===== src/rtl/riscv_multicycle_ctrl.sv =====
// Multicycle control FSM for the 8-bit RISC-V teaching datapath.
//
// Sequences fetch / decode / execute for lw, sw, R-type, I-type ALU, beq and jal.
// Progress is gated by a run / single-step control: in free-run the FSM advances
// every cycle, in step mode it advances once per 0->1 edge of the step switch.
//
// Handshake / gating: adv = run | (step & ~step_q) is the single "advance" strobe.
// The state register, instruction counter and illegal flag change only on a
// clock edge where adv = 1 (reset excepted). The write enables are qualified
// with adv and forced low while reset is high, so a held FSM never repeats a
// write. Mux selects and the internal ALUOp are registered Moore outputs that
// are loaded together with the state, so they stay stable while the FSM is held.
// PCWrite, ALUControl and ImmSrc also depend on datapath inputs (zero, funct3,
// funct7b5, op) and are therefore combinational.
module riscv_multicycle_ctrl #(
    parameter int NBITS_TOP = 8
) (
    input  logic                 clk_2,
    input  logic                 reset,
    input  logic                 run,
    input  logic                 step,
    input  logic [6:0]           op,
    input  logic [2:0]           funct3,
    input  logic                 funct7b5,
    input  logic                 zero,
    output logic                 PCWrite,
    output logic                 AdrSrc,
    output logic                 MemWrite,
    output logic                 IRWrite,
    output logic                 RegWrite,
    output logic                 Branch,
    output logic [1:0]           ResultSrc,
    output logic [1:0]           ALUSrcA,
    output logic [1:0]           ALUSrcB,
    output logic [1:0]           ImmSrc,
    output logic [2:0]           ALUControl,
    output logic [3:0]           state,
    output logic [NBITS_TOP-1:0] instr_count,
    output logic                 illegal
);

    // ------------------------------------------------------------------
    // Opcodes understood by this datapath
    // ------------------------------------------------------------------
    localparam logic [6:0] OP_LW   = 7'b0000011;
    localparam logic [6:0] OP_SW   = 7'b0100011;
    localparam logic [6:0] OP_RTYP = 7'b0110011;
    localparam logic [6:0] OP_ITYP = 7'b0010011;
    localparam logic [6:0] OP_BEQ  = 7'b1100011;
    localparam logic [6:0] OP_JAL  = 7'b1101111;

    // FSM state encoding is fixed because the LCD shows the raw code.
    typedef enum logic [3:0] {
        S_FETCH    = 4'd0,
        S_DECODE   = 4'd1,
        S_MEMADR   = 4'd2,
        S_MEMREAD  = 4'd3,
        S_MEMWB    = 4'd4,
        S_MEMWRITE = 4'd5,
        S_EXECUTER = 4'd6,
        S_EXECUTEI = 4'd7,
        S_ALUWB    = 4'd8,
        S_BEQ      = 4'd9,
        S_JAL      = 4'd10
    } state_t;

    // Per-state Moore outputs. Write-type fields are raw strobes that still
    // have to be qualified by adv before leaving the block.
    typedef struct packed {
        logic       adr_src;
        logic       ir_write;
        logic       mem_write;
        logic       reg_write;
        logic       branch;
        logic       pc_update;
        logic [1:0] result_src;
        logic [1:0] alu_src_a;
        logic [1:0] alu_src_b;
        logic [1:0] alu_op;
    } moore_t;

    // Moore output table, evaluated on the state about to be entered so the
    // registered copy always matches the registered state.
    function automatic moore_t moore_of(input state_t s);
        moore_t m;
        m = '0;
        case (s)
            S_FETCH: begin
                m.adr_src    = 1'b0;
                m.ir_write   = 1'b1;
                m.alu_src_b  = 2'b10;
                m.result_src = 2'b10;
                m.pc_update  = 1'b1;
            end
            S_DECODE: begin
                m.alu_src_a = 2'b01;
                m.alu_src_b = 2'b01;
            end
            S_MEMADR: begin
                m.alu_src_a = 2'b10;
                m.alu_src_b = 2'b01;
            end
            S_MEMREAD: begin
                m.adr_src = 1'b1;
            end
            S_MEMWB: begin
                m.result_src = 2'b01;
                m.reg_write  = 1'b1;
            end
            S_MEMWRITE: begin
                m.adr_src   = 1'b1;
                m.mem_write = 1'b1;
            end
            S_EXECUTER: begin
                m.alu_src_a = 2'b10;
                m.alu_op    = 2'b10;
            end
            S_EXECUTEI: begin
                m.alu_src_a = 2'b10;
                m.alu_src_b = 2'b01;
                m.alu_op    = 2'b10;
            end
            S_ALUWB: begin
                m.reg_write = 1'b1;
            end
            S_BEQ: begin
                m.alu_src_a = 2'b10;
                m.alu_op    = 2'b01;
                m.branch    = 1'b1;
            end
            S_JAL: begin
                m.alu_src_a = 2'b01;
                m.alu_src_b = 2'b10;
                m.pc_update = 1'b1;
            end
            default: m = '0;
        endcase
        return m;
    endfunction

    // ------------------------------------------------------------------
    // Registers
    // ------------------------------------------------------------------
    state_t               state_q;
    state_t               next_state;
    moore_t               mo_q;
    logic                 step_q;
    logic                 adv;
    logic                 wr_en;
    logic                 op_legal;
    logic [NBITS_TOP-1:0] count_q;
    logic                 illegal_q;

    assign adv   = run | (step & ~step_q);
    assign wr_en = adv & ~reset;

    // Opcode is one this FSM knows how to sequence.
    always_comb begin
        op_legal = 1'b0;
        case (op)
            OP_LW, OP_SW, OP_RTYP, OP_ITYP, OP_BEQ, OP_JAL: op_legal = 1'b1;
            default:                                        op_legal = 1'b0;
        endcase
    end

    // Next-state logic; unused encodings and unknown opcodes fall back to FETCH.
    always_comb begin
        next_state = S_FETCH;
        case (state_q)
            S_FETCH:  next_state = S_DECODE;
            S_DECODE: begin
                case (op)
                    OP_LW, OP_SW: next_state = S_MEMADR;
                    OP_RTYP:      next_state = S_EXECUTER;
                    OP_ITYP:      next_state = S_EXECUTEI;
                    OP_BEQ:       next_state = S_BEQ;
                    OP_JAL:       next_state = S_JAL;
                    default:      next_state = S_FETCH;
                endcase
            end
            S_MEMADR:   next_state = op[5] ? S_MEMWRITE : S_MEMREAD;
            S_MEMREAD:  next_state = S_MEMWB;
            S_MEMWB:    next_state = S_FETCH;
            S_MEMWRITE: next_state = S_FETCH;
            S_EXECUTER: next_state = S_ALUWB;
            S_EXECUTEI: next_state = S_ALUWB;
            S_ALUWB:    next_state = S_FETCH;
            S_BEQ:      next_state = S_FETCH;
            S_JAL:      next_state = S_ALUWB;
            default:    next_state = S_FETCH;
        endcase
    end

    // FSM, registered Moore outputs, step edge detector, counter and sticky flag.
    always_ff @(posedge clk_2) begin
        if (reset) begin
            state_q   <= S_FETCH;
            mo_q      <= moore_of(S_FETCH);
            step_q    <= 1'b0;
            count_q   <= '0;
            illegal_q <= 1'b0;
        end else begin
            step_q <= step;
            if (adv) begin
                state_q <= next_state;
                mo_q    <= moore_of(next_state);
                if (state_q == S_FETCH) begin
                    count_q <= count_q + 1'b1;
                end
                if ((state_q == S_DECODE) && !op_legal) begin
                    illegal_q <= 1'b1;
                end
            end
        end
    end

    // ------------------------------------------------------------------
    // ALU control: ALUOp from the state, refined by the instruction fields.
    // ------------------------------------------------------------------
    always_comb begin
        ALUControl = 3'b000;
        case (mo_q.alu_op)
            2'b00: ALUControl = 3'b000;
            2'b01: ALUControl = 3'b001;
            2'b10: begin
                case (funct3)
                    3'b000:  ALUControl = (funct7b5 & op[5]) ? 3'b001 : 3'b000;
                    3'b010:  ALUControl = 3'b101;
                    3'b110:  ALUControl = 3'b011;
                    3'b111:  ALUControl = 3'b010;
                    default: ALUControl = 3'b000;
                endcase
            end
            default: ALUControl = 3'b000;
        endcase
    end

    // Immediate format follows the opcode directly, independent of state.
    always_comb begin
        ImmSrc = 2'b00;
        case (op)
            OP_LW, OP_ITYP: ImmSrc = 2'b00;
            OP_SW:          ImmSrc = 2'b01;
            OP_BEQ:         ImmSrc = 2'b10;
            OP_JAL:         ImmSrc = 2'b11;
            default:        ImmSrc = 2'b00;
        endcase
    end

    // ------------------------------------------------------------------
    // Outputs
    // ------------------------------------------------------------------
    assign PCWrite     = wr_en & (mo_q.pc_update | (mo_q.branch & zero));
    assign IRWrite     = wr_en & mo_q.ir_write;
    assign MemWrite    = wr_en & mo_q.mem_write;
    assign RegWrite    = wr_en & mo_q.reg_write;
    assign Branch      = mo_q.branch;
    assign AdrSrc      = mo_q.adr_src;
    assign ResultSrc   = mo_q.result_src;
    assign ALUSrcA     = mo_q.alu_src_a;
    assign ALUSrcB     = mo_q.alu_src_b;
    assign state       = state_q;
    assign instr_count = count_q;
    assign illegal     = illegal_q;

endmodule


===== config.mk =====
export PLATFORM = sky130hd
export DESIGN_NAME = riscv_multicycle_ctrl
export DESIGN_NICKNAME = d
export VERILOG_FILES = /design/src/rtl/riscv_multicycle_ctrl.sv
export SDC_FILE = /design/constraint.sdc
export NUM_CORES = 1
export LEC_CHECK = 0
export CAP_MARGIN = 0
export CORE_MARGIN = 1
export CORE_UTILIZATION = 33
export CTS_CLUSTER_SIZE = 30
export DETAILED_ROUTE_END_ITERATION = 10
export PLACE_DENSITY_LB_ADDON = 0.08
export RECOVER_POWER = 50
export REMOVE_ABC_BUFFERS = 1
export SYNTH_ARGS = -nofsm -noshare
export SYNTH_HDL_FRONTEND = slang
export SYNTH_SLANG_ARGS = --single-unit
export TNS_END_PERCENT = 1

===== constraint.sdc =====
create_clock -name clk_2 -period 2.3 [get_ports clk_2]
set_input_delay 0.46 -clock clk_2 [delete_from_list [all_inputs] [get_ports clk_2]]
set_output_delay 0.46 -clock clk_2 [all_outputs]
set_load 0.01 [all_outputs]

Word level (Yosys, flattened, before mapping) --
Index checks and enable logic that the tools add are counted.
Storage, ports and cells: output and inout port bits 30, bits in registers 28, input bits 16
Operators by class: equality and inequality tests 27, reduce and logical (&&, ||, !) cells 17, add/sub/neg operators 1, bitwise logic cells 12, muxes and demuxes 18
Operator list (number):
- one-hot mux 4 bit (5 select lines) | 2
- equality test 4 x 3 -> 1 bit (second input constant) | 6
- equality test 4 x 2 -> 1 bit (second input constant) | 4
- equality test 4 bit (second input constant) | 4
- one-hot mux 2 bit (2 select lines) | 4
- equality test 7 x 6 -> 1 bit (second input constant) | 2
- equality test 7 bit (second input constant) | 2
- one-hot mux 3 bit (4 select lines) | 1
- OR reduction 2 bit | 6
- adder 8 x 1 -> 8 bit (second input constant) | 1
- bitwise AND 1 bit | 8
- equality test 4 x 1 -> 1 bit (second input constant) | 2
- zero test 4 bit | 2
- two-way mux 1 bit | 8
- equality test 7 x 2 -> 1 bit (second input constant) | 1
- equality test 7 x 5 -> 1 bit (second input constant) | 1
- equality test 3 bit (second input constant) | 2
- one-hot mux 2 bit (3 select lines) | 1
- one-hot mux 3 bit (2 select lines) | 1
- OR reduction 3 bit | 2
- OR reduction 6 bit | 1
- AND reduction 2 bit | 2
- OR reduction 4 bit | 1
- equality test 3 x 2 -> 1 bit (second input constant) | 1
- other kinds (8) | 10

Longest topological paths before layout --
Gate-level depths: netlist of the first run.
depth in word-level cells 7, depth in mapped cells 7

Worst setup path before layout of the first run --
No wires, ideal clock.
path kind input to register, start in op[3], end reg mo_q[11] in the netlist's numbering, data arrival time 1992 ps, path buffers 0, path slack 238 ps, stages 5, data required time 2230 ps, library setup time 70 ps, path through or2_1 > o41a_1 > or4_1 > or4_1 > a21oi_1
On the way: cells in the longest elaborated chain, start to end 6, elaborated cells between the ends (all ways) 11, those cells by class eq/ne: 7; mux: 3; reduce/logical: 1
RTL lines:
- from (decl) | line 22 | input logic [6:0] op,
- equality test 7 x 6 -> 1 bit / equality test 7 x 2 -> 1 bit (equally long branches) | line 172 | case (op)
- OR reduction 2 bit | line 172
- one-hot mux 4 bit (5 select lines) (*) | line 172
- one-hot mux 4 bit (5 select lines) (*) | line 169 | case (state_q)
- equality test 4 x 3 -> 1 bit (*) | line 87 | case (s)
- two-way mux 1 bit (*) | line 87
- to (signal assigned) | line 198 | mo_q <= moore_of(S_FETCH);
- to (signal assigned) | line 206 | mo_q <= moore_of(next_state);
- to (decl) | line 146 | moore_t mo_q;
Mark *: on every way between the ends. The rest lies on a longest branch, timed or not. A chain may end at the register's enable or synchronous reset.

Final worst setup path of the first run --
start in op[2], end reg mo_q[11] in the netlist's numbering
The elaborated chain is that of the path after synthesis.

==> results of run 1 <==
==> layer usage <==
layer  track usage [%]  vias up  share of wire [%]
met5                 0        -                  0
met4              7.18        0                1.3
met3              2.36        5                4.6
met2              30.4       48                 46
met1              24.3      660                 48
li1                  -      742                  -
==> power by group through the flow <==
stage | sequential [mW] | combinational, mW | clock [mW]
floorplan | 0.516 | 0.102 | 0
global placement | 0.509 | 0.260 | 0
detailed placement | 0.511 | 0.263 | 0
CTS | 0.501 | 0.265 | 0.394
global route | 0.503 | 0.285 | 0.410
finish | 0.499 | 0.259 | 0.384
==> placed cells by master, fill, tap and decap left out, types with 2 or more instances in the layout <==
cell type        netlist  final
buf_4                  6     32
dfxtp_1               26     26
nor2_1                22     22
dlygate4sd3_1          0     22
nand2_1               12     10
inv_1                  9      9
a21oi_1               10      9
clkdlybuf4s50_1        0      7
dlymetal6s2s_1         0      7
nand3_1                6      6
o21ai_0                6      6
dlygate4sd2_1          0      6
xor2_1                 5      5
a211oi_1               5      5
nor3_1                 4      4
and3_1                 4      4
ha_1                   3      3
clkbuf_8               0      3
nand3b_1               2      2
nand2_2                0      2
or3_1                  2      2
or4_4                  0      2
a311oi_1               2      2
nand4_1                2      2
xnor2_1                2      2
nor4b_1                2      2
==> state kept, by name (all words and copies together), names as in the netlist <==
signal	flops
illegal	1
ALUSrcB	2
ALUSrcA	2
state	4
step_q	1
AdrSrc	1
ResultSrc	1
instr_count	8
mo_q	6
==> worst register-to-register path: cells and delay by family, from the launching register on <==
kind	cells	cell delay [ns]
flops	1	0.48
compound gates	2	0.41
simple gates	3	1.14
==> area by class of cell <==
cell class,instances,area [um2],area share [%]
clock inverter,1,30.0,1.37
tap,50,62.6,2.85
timing repair buffer,79,706,32.2
multi-input combinational,120,801,36.5
clock buffer,3,41.3,1.88
inverter,9,33.8,1.54
sequential,26,520,23.7
==> worst min-delay path by stage <==
stage	to	slack, ns	cells past startpoint
3_5_place_dp	mo_q[11]$_SDFFE_PP0N_	0.46	2
3_3_place_gp	illegal$_SDFFE_PP0P_	0.46	2
5_1_grt	mo_q[11]$_SDFFE_PP0N_	0.50	2
2_1_floorplan	mo_q[11]$_SDFFE_PP0N_	0.43	2
4_1_cts	mo_q[11]$_SDFFE_PP0N_	0.49	2
6_report	illegal$_SDFFE_PP0P_	0.48	2
==> cells by family after synthesis <==
family,count (synthesis)
and+or+nand+nor,71
AOI/OAI and AO/OA,38
DFF,26
buffers and inverters,24
xor gates and xnor gates,7
adders and majority gates,3
muxes,1
==> timing repair <==
item | 4_1_cts | 5_1_grt
setup endpoints to repair | 11 | 9
setup buffers | 0 | 2
resized for setup | 16 | 14
endpoints found under the hold margin | 0 | 0
pin swaps | 3 | 6
==> results.toml, run 1 <==
[cells_and_area]
fin_util_pct = 54.1
drive_gt1_share_pct = 23.1
nNetsFinal = 258
area_growth_pct = 54.5
diodes = 0
fin_cells = 288
fill_cells = 405
design_area_um2 = 2190

[sta]
period_share_pct = 97.0
final-hold-violation-count = 0
fmax_mhz = 448
final_max_slew_viol_count = 0
finalSetupViolations = 0
fin_worst_skew_ns = 0.00207
rsz0062_at_grt = "no"
slew_headroom_pct = 23.5
tns_ns = 0
worstMarginPinSlew_ns = 1.15
hold_slack_ns = 0.480
period_needed_ns = 2.23
final.setup.worst_slack_ns = 0.0694

[synth]
synth_top_cell_by_area = "dfxtp_1"
postSynthCellCount = 170
synth_adder_area_share_pct = 2.64
synth_xor_area_share_pct = 4.32
yosysUniqueCellTypes = 52
synth_area_leaders = "dfxtp_1, nor2_1, a21oi_1"
yosysMostFrequentCell = "dfxtp_1"
synth_top_area_share_pct = 36.7
ys_top_cells_by_count = "dfxtp_1, nor2_1, nand2_1"
yosys.area_share.simple_pct = 26.5
synth_compound_area_share_pct = 20.0
synth-seq-area-share_pct = 36.7
synth_area_um2 = 1420
synthFlopType = "dfxtp_1"
synth_edf_count = 0
synth.yosys.warnings = 0
synthArstFlopShare_pct = 0
synth_top_family_by_area = "simple AND/OR/NAND/NOR gates"
synth.avg_cell_area_um2 = 8.35
ys_ff_latch = 26
synth.mux.area_fraction_pct = 0.705

[setup_path]
path_common_cell = "or4_4"
worstSetupStartpoint = "op[2]"
slowest_delay_ns = 0.50
end_kind = "flop"
reg2reg_depth = 5
crit_buf_inv = 2
crit_arrival_ns = 2.43
r2r_end = "mo_q[11]$_SDFFE_PP0N_"
start_kind = "primary input"
cp.depth = 7
critical_path_required_ns = 2.50
worstPathCellList = "dlymetal6s2s_1 > or2_1 > buf_6 > o41a_1 > or4_4 > or4_4 > a21oi_2"
r2r_start = "state[0]$_SDFFE_PP0N_"
critPathSlowestCell = "or4_4"
critical-path-top-delay-family = "simple AND/OR/NAND/NOR gates"
crit_type = "in -> reg"
cp_max_fo = 3
crit_path_end = "mo_q[11]$_SDFFE_PP0N_"
r2r_slack_ns = 0.20

[min_path]
hold_start = "illegal$_SDFFE_PP0P_"
hold_class = "reg -> reg"

[placed_design]
placement.io_buffers = 45
dpl_cell_area_um2 = 2080
gp_congestion = 0.860
dp.cells = 282
dp.final_hpwl_um = 2970
dp_slack_ns = -0.415

[power]
switching_power_mw = 0.297
irDropWorstVdd_v = 0.000309
leakagePower_nw = 1.01
intPower_mw = 0.846
p_clk_share_pct = 33.6
pwr-share-seq_pct = 43.7
powerDensity_nw_per_um2 = 521
power_mw = 1.14
power_frac_comb_pct = 22.7
switching_share_pct = 26.0

[route]
post-route-drc-count = 0
avgRoutedWirePerCell_um = 14.2
vias = 1455
routed_via_density = 5.05
drt_iter0_markers = 26
dr.pass1.iters = 4
drt_wl_total_um = 4090
ant_nets = 0

[run_status]
status = "completed"

[grt]
track_usage_pct = 18.5
grt_pass1_vias = 1396
grt_pass1_wl_um = 6440
antenna_found_initial = 0
grt_max_degree = 25
grt_overflow = 0

[die]
fp.dieW_um = 67.6
coreArea_um2 = 4060
num_rows = 23
die_area_um2 = 4570
initial_utilization_pct = 35.0
dieHeight_um = 67.6
io_pins = 46

[clock_network]
cts_buffers = 3
clock_latency_ns = 0.27
cts-htree-levels = 1
clk_pin_slew_ns = 0.09
cts-root-buf = "clkbuf_8"
cts_hold_repair.buffers = 0
cts_tree = "built"
clockBufferDepth = 2
cts.sinks = 26

[job]
maxCapViolCount = 0
Power figures use the tool's default switching activity.
==> run 2: changes to the inputs <==
ABC_CLOCK_PERIOD_IN_PS = 2500   (was not set)
clock period = 2.5 ns   (was 2.3 ns; I/O delays follow)
==> run 2 against run 1 <==
Effect of this change:
- non-clock buffer count decreased by 4
- flip-flop and latch count unchanged
- worst setup slack got worse by 0.014 ns
- clock power decreased by 8.9%
- core utilization decreased by 1.3 points
- sequential share of layout area increased by 0.60 points
- critical endpoint is now MemWrite
- largest cell class unchanged
==> results.toml, run 2 (same netlist as run 1, synthesis figures left out) <==
[cells_and_area]
fill_cells = 375
nNetsFinal = 254
seqCellArea_um2 = 520
layout_common_cells = "buf_4, dfxtp_1, nor2_1"
fin_util_pct = 52.8
largest_register_ff_count = 8
diodes = 0
final_common_cell = "buf_4"
fin_cells = 284
drive_gt1_share_pct = 20.1
area_growth_pct = 50.7
multiInputGateArea_um2 = 781

[sta]
fin_worst_skew_ns = 0.00459
final.setup.worst_slack_ns = 0.0557
worstMarginPinSlew_ns = 0.487
final_max_slew_viol_count = 0
period_needed_ns = 2.44
finalSetupViolations = 0
rsz0062_at_grt = "no"
final-hold-violation-count = 0
fmax_mhz = 409
period_share_pct = 97.8
tns_ns = 0
slew_headroom_pct = 67.3

[power]
powerDensity_nw_per_um2 = 487
power_mw = 1.04
irDropWorstVdd_v = 0.000301
leakagePower_nw = 0.919

[placed_design]
dp_slack_ns = -0.280
placement.io_buffers = 45
gp_congestion = 0.827
dp.final_hpwl_um = 2980
dp.cells = 280

[clock_network]
clk_pin_slew_ns = 0.09
cts.sinks = 26
cts_setup_buffers = 0
cts_tree = "built"
cts-htree-levels = 1
clockBufferDepth = 2
cts-root-buf = "clkbuf_8"
cts_hold_repair.buffers = 0
cts_buffers = 3
clock_latency_ns = 0.27

[route]
drt_iter0_markers = 39
drt_wl_total_um = 3910
routed_via_density = 4.97
avgRoutedWirePerCell_um = 13.8
vias = 1411
post-route-drc-count = 0
ant_nets = 0
dr.pass1.iters = 4

[die]
fp.dieW_um = 67.6
io_pins = 46
die_area_um2 = 4570
dieHeight_um = 67.6
num_rows = 23
initial_utilization_pct = 35.0
coreArea_um2 = 4060

[setup_path]
path_common_cell = "clkdlybuf4s50_1"
cp_max_fo = 7
critPathSlowestCell = "clkdlybuf4s50_1"
critical_path_required_ns = 2.00
end_kind = "primary output"
start_kind = "primary input"
slowest_delay_ns = 0.54
worstPathCellList = "clkdlybuf4s50_1 > nand2b_1 > nand2_2 > and3_1 > clkdlybuf4s50_1"
crit_arrival_ns = 1.94
crit_type = "in -> out"

[min_path]
hold_class = "reg -> reg"

[grt]
grt_pass1_vias = 1343
grt_max_degree = 25
grt_overflow = 0
grt_pass1_wl_um = 6090
antenna_found_initial = 0
track_usage_pct = 17.6

[job]
maxCapViolCount = 0

[run_status]
status = "completed"
-- run 2: layout make-up --
class	instances	area share [%]
multi-input combinational	120	36.5
clock buffer	3	1.93
clock inverter	1	1.40
inverter	9	1.58
tap	50	2.92
timing repair buffer	75	31.4
sequential	26	24.3
-- run 2: final timing paths --
check | startpoint | end | slack, ns | depth (start not counted)
min reg2reg | mo_q[11]$_SDFFE_PP0N_ | mo_q[11]$_SDFFE_PP0N_ | 0.47 | 2
max | step | MemWrite | 0.06 | 5
max reg2reg | state[0]$_SDFFE_PP0N_ | instr_count[7]$_SDFFE_PP0P_ | 0.39 | 5
min | mo_q[11]$_SDFFE_PP0N_ | mo_q[11]$_SDFFE_PP0N_ | 0.47 | 2
-- run 2: layer usage --
| metal | GRT usage [%] | up-vias | routed length, um |
|---|---|---|---|
| met5 | 0 | - | 0 |
| met4 | 3.99 | 0 | 25 |
| met3 | 3.04 | 4 | 220 |
| met2 | 28.3 | 39 | 1740 |
| met1 | 24.0 | 639 | 1920 |
| li1 | - | 729 | - |
-- run 2: power breakdown --
| part | internal, mW | leakage, nW | switching [mW] |
|---|---|---|---|
| sequential | 0.438 | 0.213 | 0.0220 |
| combinational | 0.125 | 0.671 | 0.109 |
| clock | 0.214 | 0.0357 | 0.135 |
-- run 2: worst max-delay path: cells and delay by family --
family	cells	cell delay (ns)
buf+inv	2	1.01
simple gates	3	0.44
-- run 2: stage by stage --
step	hold slack, ns	instance area (um2)
after floorplan	0.426	1320
after global placement	0.456	2060
after detailed placement	0.452	2060
after CTS	0.466	2130
after global routing	0.501	2140
final	0.474	2140
-- run 2: timing repair --
action / CTS / global route
pin swaps: 1 / 1
resized for setup: 4 / 6
endpoints found under the setup margin: 7 / 4
==> run 3: changes to the inputs <==
--- a/constraint.sdc
+++ b/constraint.sdc
@@ -3,2 +3,2 @@
 set_output_delay 0.5 -clock clk_2 [all_outputs]
-set_load 0.01 [all_outputs]
+set_load 0.1 [all_outputs]
==> run 3 against run 2 <==
Effect of this change:
- global-route usage up 0.93 points
- clock skew up 0.00074 ns
- via count up 4.2%
- highest routed layer unchanged
==> results.toml, run 3 (same netlist as run 1, synthesis figures left out) <==
[placed_design]
placement.io_buffers = 45
dp.final_hpwl_um = 2980
gp_congestion = 0.904
dpl_cell_area_um2 = 2050

[route]
dr_wl_met2_um = 1920
drt_wl_total_um = 4100
routed_via_density = 5.19
post-route-drc-count = 0
wl_met3_um = 190
top_layer_used = "met4"
drt_iter0_markers = 66
dr.pass1.iters = 4
vias = 1470
met1Wirelength_um = 1930
avgRoutedWirePerCell_um = 14.5
ant_nets = 0

[grt]
grt_overflow = 0
antenna_found_initial = 0
grt_max_degree = 25
track_usage_pct = 18.5
grt_pass1_wl_um = 6480
grt_pass1_vias = 1401

[setup_path]
cp_max_fo = 4
slowest_delay_ns = 0.52
critical_path_required_ns = 2.00
worstPathCellList = "clkdlybuf4s50_1 > nand3b_1 > or3_4 > o31ai_4 > buf_4 > buf_12"
critPathSlowestCell = "clkdlybuf4s50_1"
end_kind = "primary output"
start_kind = "primary input"
crit_buf_inv = 3
r2r_slack_ns = 0.24
crit_type = "in -> out"
crit_arrival_ns = 1.94
critical-path-top-delay-family = "buffers and inverters"

[die]
die_area_um2 = 4570
coreArea_um2 = 4060
io_pins = 46
num_rows = 23
fp.dieW_um = 67.6
dieHeight_um = 67.6
initial_utilization_pct = 35.0

[cells_and_area]
fill_cells = 406
area_growth_pct = 48.5
largest_register_ff_count = 8
drive_gt1_share_pct = 24.5
diodes = 0
design_area_um2 = 2110
seqCellArea_um2 = 520
multiInputGateArea_um2 = 798
final_common_cell = "buf_4"
nNetsFinal = 253
layout_common_cells = "buf_4, dfxtp_1, nor2_1"

[sta]
final_max_slew_viol_count = 0
worstMarginPinSlew_ns = 1.19
fin_worst_skew_ns = 0.00532
hold_slack_ns = 0.482
slew_headroom_pct = 20.9
final-hold-violation-count = 0
fmax_mhz = 410
period_share_pct = 97.6
finalSetupViolations = 0
period_needed_ns = 2.44

[clock_network]
clockBufferDepth = 2
cts.sinks = 26
clock_latency_ns = 0.27
cts_buffers = 3
clk_pin_slew_ns = 0.09
cts-root-buf = "clkbuf_8"
cts_tree = "built"
cts-htree-levels = 1

[job]
maxCapViolCount = 0

[power]
irDropWorstVdd_v = 0.000320
leakagePower_nw = 0.849
powerDensity_nw_per_um2 = 568
power_mw = 1.20

[min_path]
hold_class = "reg -> reg"

[run_status]
status = "completed"
-- run 3: cell types whose count changed in the layout (fill, tap and decap cells not counted), moves of 3 or more --
cell,before,now
buf_12,0,9
buf_4,30,27
clkbuf_1,0,20
clkdlybuf4s50_1,20,10
dlygate4sd3_1,21,1
-- run 3: repair_timing --
item                                    in CTS  in global routing
pin swaps                                    2                  2
endpoints found under the setup margin       2                  3
buffers inserted                             2                  3
hold buffers                                 0                  0
gates resized for setup                      8                  2
-- run 3: tightest hold or removal path, delay by kind of cell (launching register included) --
kind            cells  cell delay (ns)
flops               1             0.34
compound gates      1             0.05
simple gates        1             0.07
-- run 3: worst paths after layout --
kind / startpoint / endpoint / cells past startpoint
hold reg to reg: illegal$_SDFFE_PP0P_ / illegal$_SDFFE_PP0P_ / 2
setup / recovery: op[5] / ImmSrc[0] / 6
setup reg to reg: state[0]$_SDFFE_PP0N_ / instr_count[7]$_SDFFE_PP0P_ / 5
hold / removal: illegal$_SDFFE_PP0P_ / illegal$_SDFFE_PP0P_ / 2
-- run 3: metal layers --
layer | global-route usage, % | vias up
li1 | - | 730
met1 | 25.3 | 693
met2 | 29.2 | 40
met3 | 2.70 | 7
met4 | 6.38 | 0
met5 | 0 | -
-- run 3: where the power goes --
group / leakage (nW) / internal [mW] / switching [mW]
Clock: 0.0357 / 0.214 / 0.141
Combinational: 0.601 / 0.112 / 0.269
Sequential: 0.213 / 0.438 / 0.0225
-- run 3: layout make-up --
type,instances,share of cell area (%)
Multi-Input combinational cell,120,37.9
Timing Repair Buffer,74,29.5
Tap cell,50,2.97
Clock inverter,1,1.42
Inverter,9,1.60
Clock buffer,3,1.96
Sequential cell,26,24.7
-- run 3: through the flow --
step                      TNS (ns)  util, %  setup WS [ns]  instances
after floorplan              -5.03        -          -1.62        155
after global placement      -0.309     50.6         -0.117        274
after detailed placement    -0.541     50.6         -0.169        274
after CTS                        0     53.2        0.00709        280
after global routing      -0.00339     52.0       -0.00339        283
final                            0     52.0         0.0588        283
